[config.mk]
export PLATFORM = sky130hd
export DESIGN_NAME = xbar_scheduler
export DESIGN_NICKNAME = d
export VERILOG_FILES = /design/src/rtl/xbar_pkg.sv /design/src/rtl/Crossbar2x2.sv /design/src/rtl/xbar_scheduler.sv
export SDC_FILE = /design/constraint.sdc
export NUM_CORES = 1
export LEC_CHECK = 0
export ABC_AREA = 1
export BUFFER_PORTS_ARGS = -buffer_cell sky130_fd_sc_hd__buf_2
export CORE_AREA = 5 5 75 77
export CTS_CLUSTER_DIAMETER = 100
export DETAILED_ROUTE_END_ITERATION = 10
export DIE_AREA = 0 0 80 82
export PLACE_DENSITY = 0.82
export SLEW_MARGIN = 20
export SYNTH_ARGS = -nofsm -noshare
export SYNTH_HDL_FRONTEND = slang
export SYNTH_HIERARCHICAL = 1
export SYNTH_SLANG_ARGS = --single-unit
[constraint.sdc]
create_clock -name clk -period 2.3 [get_ports clk]
set_input_delay 0.23 -clock clk [delete_from_list [all_inputs] [get_ports clk]]
set_output_delay 0.23 -clock clk [all_outputs]
set_load 0.01 [all_outputs]
[src/rtl/xbar_pkg.sv]
// ---------------------------------------------------------------------------
// xbar_pkg
// Shared codes for the 2x2 crossbar scheduler slice.
//   sel_e       : crossbar select codes (thru, cross, broadcast in0/in1)
//   DEST_*      : 2-bit destination masks, bit0 = out0, bit1 = out1
// ---------------------------------------------------------------------------
package xbar_pkg;

   typedef enum logic [1:0] {
      SEL_THRU  = 2'b00,
      SEL_CROSS = 2'b01,
      SEL_BC0   = 2'b10,
      SEL_BC1   = 2'b11
   } sel_e;

   localparam logic [1:0] DEST_NONE = 2'b00;
   localparam logic [1:0] DEST_OUT0 = 2'b01;
   localparam logic [1:0] DEST_OUT1 = 2'b10;
   localparam logic [1:0] DEST_BOTH = 2'b11;

endpackage

[src/rtl/Crossbar2x2.sv]
// ---------------------------------------------------------------------------
// Crossbar2x2
// Purely combinational 2x2 crossbar.
//   sel  in  2           00 thru, 01 cross, 10 in0 to both, 11 in1 to both
//   in0  in  DATA_WIDTH  lane 0 payload
//   in1  in  DATA_WIDTH  lane 1 payload
//   out0 out DATA_WIDTH  steered payload for port 0
//   out1 out DATA_WIDTH  steered payload for port 1
// ---------------------------------------------------------------------------
module Crossbar2x2
   import xbar_pkg::*;
#(
   parameter int DATA_WIDTH = 8
) (
   input  logic [1:0]            sel,
   input  logic [DATA_WIDTH-1:0] in0,
   input  logic [DATA_WIDTH-1:0] in1,
   output logic [DATA_WIDTH-1:0] out0,
   output logic [DATA_WIDTH-1:0] out1
);

   always_comb begin
      out0 = in0;
      out1 = in1;
      case (sel)
         SEL_THRU:  begin out0 = in0; out1 = in1; end
         SEL_CROSS: begin out0 = in1; out1 = in0; end
         SEL_BC0:   begin out0 = in0; out1 = in0; end
         SEL_BC1:   begin out0 = in1; out1 = in1; end
         default:   begin out0 = in0; out1 = in1; end
      endcase
   end

endmodule

[src/rtl/xbar_scheduler.sv]
// ---------------------------------------------------------------------------
// xbar_scheduler
// Round-robin, conflict-free scheduler in front of a 2x2 crossbar with one
// registered output slot per port.
//   clk, rst_n                 clock, synchronous active-low reset
//   in0_*/in1_*                valid/ready producer streams (data, dest mask)
//   in0_ready/in1_ready        combinational accept for the current beat
//   out0_*/out1_*              registered consumer streams
//   xbar_sel                   select applied in the most recent load cycle
//   stall_cnt                  saturating count of cycles with a refused request
//   err_dest                   sticky: a zero-destination beat was dropped
// ---------------------------------------------------------------------------
module xbar_scheduler
   import xbar_pkg::*;
#(
   parameter int DATA_WIDTH = 8,
   parameter int CNT_WIDTH  = 16
) (
   input  logic                  clk,
   input  logic                  rst_n,
   input  logic [DATA_WIDTH-1:0] in0_data,
   input  logic [1:0]            in0_dest,
   input  logic                  in0_valid,
   output logic                  in0_ready,
   input  logic [DATA_WIDTH-1:0] in1_data,
   input  logic [1:0]            in1_dest,
   input  logic                  in1_valid,
   output logic                  in1_ready,
   output logic [DATA_WIDTH-1:0] out0_data,
   output logic                  out0_valid,
   input  logic                  out0_ready,
   output logic [DATA_WIDTH-1:0] out1_data,
   output logic                  out1_valid,
   input  logic                  out1_ready,
   output logic [1:0]            xbar_sel,
   output logic [CNT_WIDTH-1:0]  stall_cnt,
   output logic                  err_dest
);

   function automatic logic [CNT_WIDTH-1:0] sat_inc(input logic [CNT_WIDTH-1:0] v);
      return (&v) ? v : v + {{(CNT_WIDTH-1){1'b0}}, 1'b1};
   endfunction

   logic                  rr;
   logic [1:0]            free;
   logic                  req0, req1, fit0, fit1;
   logic                  gnt0, gnt1, any_gnt;
   logic                  drop0, drop1;
   logic                  ld0, ld1;
   logic                  stall, rr_flip;
   sel_e                  sel_new;
   logic [1:0]            sel_xb;
   logic [DATA_WIDTH-1:0] xb_out0, xb_out1;

   assign free[0] = !out0_valid || out0_ready;
   assign free[1] = !out1_valid || out1_ready;

   assign req0  = in0_valid && (in0_dest != DEST_NONE);
   assign req1  = in1_valid && (in1_dest != DEST_NONE);
   // every requested port must be free: broadcast is all-or-nothing
   assign fit0  = (in0_dest & ~free) == 2'b00;
   assign fit1  = (in1_dest & ~free) == 2'b00;
   assign drop0 = in0_valid && (in0_dest == DEST_NONE);
   assign drop1 = in1_valid && (in1_dest == DEST_NONE);

   // priority side grants on its own; the other side must not overlap it
   always_comb begin
      gnt0 = 1'b0;
      gnt1 = 1'b0;
      if (!rr) begin
         gnt0 = req0 && fit0;
         gnt1 = req1 && fit1 && !(gnt0 && ((in0_dest & in1_dest) != 2'b00));
      end else begin
         gnt1 = req1 && fit1;
         gnt0 = req0 && fit0 && !(gnt1 && ((in0_dest & in1_dest) != 2'b00));
      end
   end

   assign any_gnt = gnt0 || gnt1;
   assign in0_ready = rst_n && (gnt0 || drop0);
   assign in1_ready = rst_n && (gnt1 || drop1);

   // when both are granted their dests are complementary single ports, so
   // the first granted lane alone decides thru versus cross
   always_comb begin
      sel_new = SEL_THRU;
      if (gnt0 && in0_dest == DEST_BOTH)
         sel_new = SEL_BC0;
      else if (gnt1 && in1_dest == DEST_BOTH)
         sel_new = SEL_BC1;
      else if (gnt0)
         sel_new = (in0_dest == DEST_OUT0) ? SEL_THRU : SEL_CROSS;
      else if (gnt1)
         sel_new = (in1_dest == DEST_OUT1) ? SEL_THRU : SEL_CROSS;
   end

   assign sel_xb = any_gnt ? sel_new : xbar_sel;

   assign ld0 = (gnt0 && in0_dest[0]) || (gnt1 && in1_dest[0]);
   assign ld1 = (gnt0 && in0_dest[1]) || (gnt1 && in1_dest[1]);

   assign stall   = (req0 && !gnt0) || (req1 && !gnt1);
   // exactly one winner of a real contest: loser gets priority next time
   assign rr_flip = req0 && req1 && (gnt0 != gnt1);

   Crossbar2x2 #(
      .DATA_WIDTH (DATA_WIDTH)
   ) u_xbar (
      .sel  (sel_xb),
      .in0  (in0_data),
      .in1  (in1_data),
      .out0 (xb_out0),
      .out1 (xb_out1)
   );

   // ---- output register stage ----
   always_ff @(posedge clk) begin
      if (!rst_n) begin
         out0_data  <= '0;
         out0_valid <= 1'b0;
         out1_data  <= '0;
         out1_valid <= 1'b0;
         xbar_sel   <= SEL_THRU;
         rr         <= 1'b0;
         stall_cnt  <= '0;
         err_dest   <= 1'b0;
      end else begin
         if (ld0) begin
            out0_data  <= xb_out0;
            out0_valid <= 1'b1;
         end else if (out0_ready) begin
            out0_valid <= 1'b0;
         end
         if (ld1) begin
            out1_data  <= xb_out1;
            out1_valid <= 1'b1;
         end else if (out1_ready) begin
            out1_valid <= 1'b0;
         end
         if (any_gnt)
            xbar_sel <= sel_new;
         if (rr_flip)
            rr <= gnt0;
         if (stall)
            stall_cnt <= sat_inc(stall_cnt);
         if (drop0 || drop1)
            err_dest <= 1'b1;
      end
   end

endmodule
==> results.sh <==
export IMPL_setup_violations=0
export IMPL_fillCellCount=487
export IMPL_synth_compound_area_frac=0.1401
export IMPL_multi_input_area_um2=1349
export IMPL_slew_headroom=0.7407
export IMPL_layout_setup_ws_ns=0.1148
export IMPL_synth_seq_area_share=0.3408
export IMPL_grt_pass1_vias=2301
export IMPL_crit_path_max_incr_delay_ns=0.33
export IMPL_yosys_top_cells_area="dfxtp_1 34%, nand2_1 13%, o21ai_0 8.5%"
export IMPL_crit_path_cell_trace="nand3_1, nand2_2, nor2_4, nand2_2, nand2_2, ha_4, inv_1, nand2_1, inv_1, nand2_1, o21ai_2, inv_2, inv_2, ha_4, buf_4, o21ai_1, nand2_1, nor2_1, nor2_1"
export IMPL_initial_core_util=0.4514
export IMPL_yosysWarnings=6
export IMPL_hp_class="in -> reg"
export IMPL_async_flop_share=0
export IMPL_dr_pass1_iters=4
export IMPL_fp_row_count=26
export IMPL_gr_total_overflow=0
export IMPL_total_power_mw=1.718
export IMPL_gp_congestion=0.8969
export IMPL_area_delta_synth_final_pct=32.62
export IMPL_cp_end_kind="flip-flop"
export IMPL_drt_total_wl_mm=5.982
export IMPL_fin_crit_ns=2.185
export IMPL_synth_most_common_cell="nand2_1"
export IMPL_synthAdderAreaFrac=0.02242
export IMPL_synth_commonest_cells="76 x nand2_1, 48 x nor2_1, 39 x inv_1, 38 x dfxtp_1, 38 x o21ai_0"
export IMPL_coreArea_um2=4945
export IMPL_tightestPinTransition_ns=0.3859
export IMPL_synthSimpleGateAreaFrac=0.3733
export IMPL_finClkSkew_ns=0.007675
export IMPL_ant_nets=0
export IMPL_io_buffer_count=64
export IMPL_numCtsBuffers=5
export IMPL_post_drt_wl_per_cell_um=11.92
export IMPL_clk_insertion_delay_late_ns=0.28
export IMPL_cp_start_kind="flip-flop"
export IMPL_worst_path_buf_inv=5
export IMPL_synth_top_family_by_area="simple AND/OR/NAND/NOR gates"
export IMPL_drv_slew=0
export IMPL_dp_slack_ns=-0.1304
export IMPL_dieArea_um2=6560
export IMPL_mappedNetlistNets=373
export IMPL_ir_drop_v=0.0003923
export IMPL_drtIter0Drc=107
export IMPL_period_share=0.9501
export IMPL_track_usage=0.1773
export IMPL_yosys_area_top_type="dfxtp_1"
export IMPL_power_density_nw_per_um2=580.3
export IMPL_grt_max_degree=23
export IMPL_stdcell_count=502
export IMPL_dp_cells=491
export IMPL_nets=461
export IMPL_path_clk_slew_ns=0.08
export IMPL_synth_distinct_cells=26
export IMPL_ys_flop_type="dfxtp_1"
export IMPL_critPathTopFamily="simple AND/OR/NAND/NOR gates"
export IMPL_muxShareOfSynthArea=0
export IMPL_synth_area_um2=2232
export IMPL_io_pins=65
export IMPL_worstPathArrival_ns=2.36
export IMPL_htreeDepth=2
export IMPL_seqCellArea_um2=763.2
export IMPL_clock_sinks=38
export IMPL_die_w_um=80
export IMPL_cts_root_buf="clkbuf_8"
export IMPL_hold_slack_ns=0.2877
export IMPL_synth_seq_cells=38
export IMPL_die_h_um=82
export IMPL_dp_hpwl_mm=4.405
export IMPL_final_hold_violation_count=0
export IMPL_vias=2507
export IMPL_status="completed"
export IMPL_cts_path_max_buffers=2
export IMPL_final_layout_size_suffix_gt1_frac=0.2940
export IMPL_synth_area_per_cell_um2=6.508
export IMPL_n_antenna_cell=0
export IMPL_cap_violations=0
export IMPL_cts_tree="done"
export IMPL_grt_antenna_before_repair=0
export IMPL_p_leak_nw=1.473
export IMPL_drcViolationCount=0
export IMPL_synth_edf_count=0
export IMPL_syn_inst=343
export IMPL_clock_fmax_mhz=457.6
export IMPL_synth_top_area_frac=0.3408
export IMPL_synth_xor_area_frac=0.03531
export IMPL_post_route_util=0.5987
export IMPL_worst_setup_path_type="reg -> reg"
export IMPL_cp_max_fo=6
export IMPL_cpMaxStageDelayCell="dfxtp_2"
export IMPL_cp_required_ns=2.48
export IMPL_grt_pass1_wl_mm=9.508
export IMPL_drt_vias_per_instance=4.994
==> worst min-delay path, cell delays in order <==
cell	delay, ns
buf_2	0.09
nand2_1	0.05
nand2_1	0.06
nor2_1	0.04
nor2_1	0.08
==> stage by stage <==
step	setup TNS, ns	area [µm²]
6_report	0	2960
5_1_grt	-0.4836	2960
4_1_cts	0	2864
3_5_place_dp	-1.379	2751
3_3_place_gp	-0.6020	2751
2_1_floorplan	0	2232
==> kinds of logic after synthesis <==
| kind of cell | count (synthesis) |
|---|---|
| buffers and inverters | 47 |
| flip-flops | 38 |
| XOR/XNOR | 9 |
| adder cells (fa/ha/maj) | 4 |
| AO/OA/AOI/OAI | 62 |
| AND/OR/NAND/NOR | 183 |
==> report_power, final <==
part | internal [mW] | switching, mW
Sequential | 0.703 | 0.0278
Combinational | 0.187 | 0.267
Clock | 0.303 | 0.230
Total | 1.19 | 0.525
==> layout by cell type (no fill, tap or decap) <==
cell type	netlist	layout
nor3_2	1	1
dfxtp_2	0	2
nand3_2	0	2
o21ai_1	2	7
nand2_4	2	2
nor3_4	2	2
clkbuf_8	0	8
o21ai_0	38	30
buf_4	1	24
clkinv_1	1	1
a21boi_0	1	1
buf_2	1	64
nand2_1	76	72
a21oi_1	21	21
nand3b_1	1	1
xor2_1	9	9
nand3_1	33	31
ha_1	4	1
dfxtp_1	38	36
nor2_4	2	3
nand4_1	6	6
o21ai_2	0	3
inv_2	0	2
inv_1	39	37
ha_4	0	3
nor2_1	48	48
nor3_1	4	4
nand2_2	7	11
==> registers in the layout, indices dropped and copies added, names as in the netlist <==
signal / count
stall_cnt: 16
out0_data: 8
out1_data: 8
xbar_sel: 2
err_dest: 1
out0_valid: 1
out1_valid: 1
rr: 1
==> metal layers <==
layer / vias up / wire length (µm) / GRT usage
met3: 6 / 357 / 0.03838
li1: 1288 / - / -
met4: 0 / 63 / 0.04392
met5: - / 0 / 0
met1: 1137 / 2591 / 0.2080
met2: 76 / 2969 / 0.3270
==> area by class of cell <==
type / instances / share of cell area
multi-input cells: 258 / 0.4556
well taps: 70 / 0.02959
inverters: 40 / 0.05072
clock buffers: 8 / 0.03719
repair buffers: 88 / 0.1691
flip-flops and latches: 38 / 0.2578
==> final timing paths <==
kind           startpoint  depth (start not counted)           end  slack [ns]
max            out0_valid                         19  out0_data[4]        0.11
min           in0_data[1]                          5  out0_data[1]        0.29
max reg2reg    out0_valid                         19  out0_data[4]        0.11
min reg2reg  stall_cnt[3]                          2  stall_cnt[3]        0.49
==> what timing repair did <==
item                       CTS  global route
gates resized for setup      1            27
setup endpoints to repair   14            16
hold buffers                 0             0
setup buffers                0             3
hold endpoints to repair     0             0
gates cloned                 0             0
pin swaps                    0             7
(Power assumes the default switching activity.)
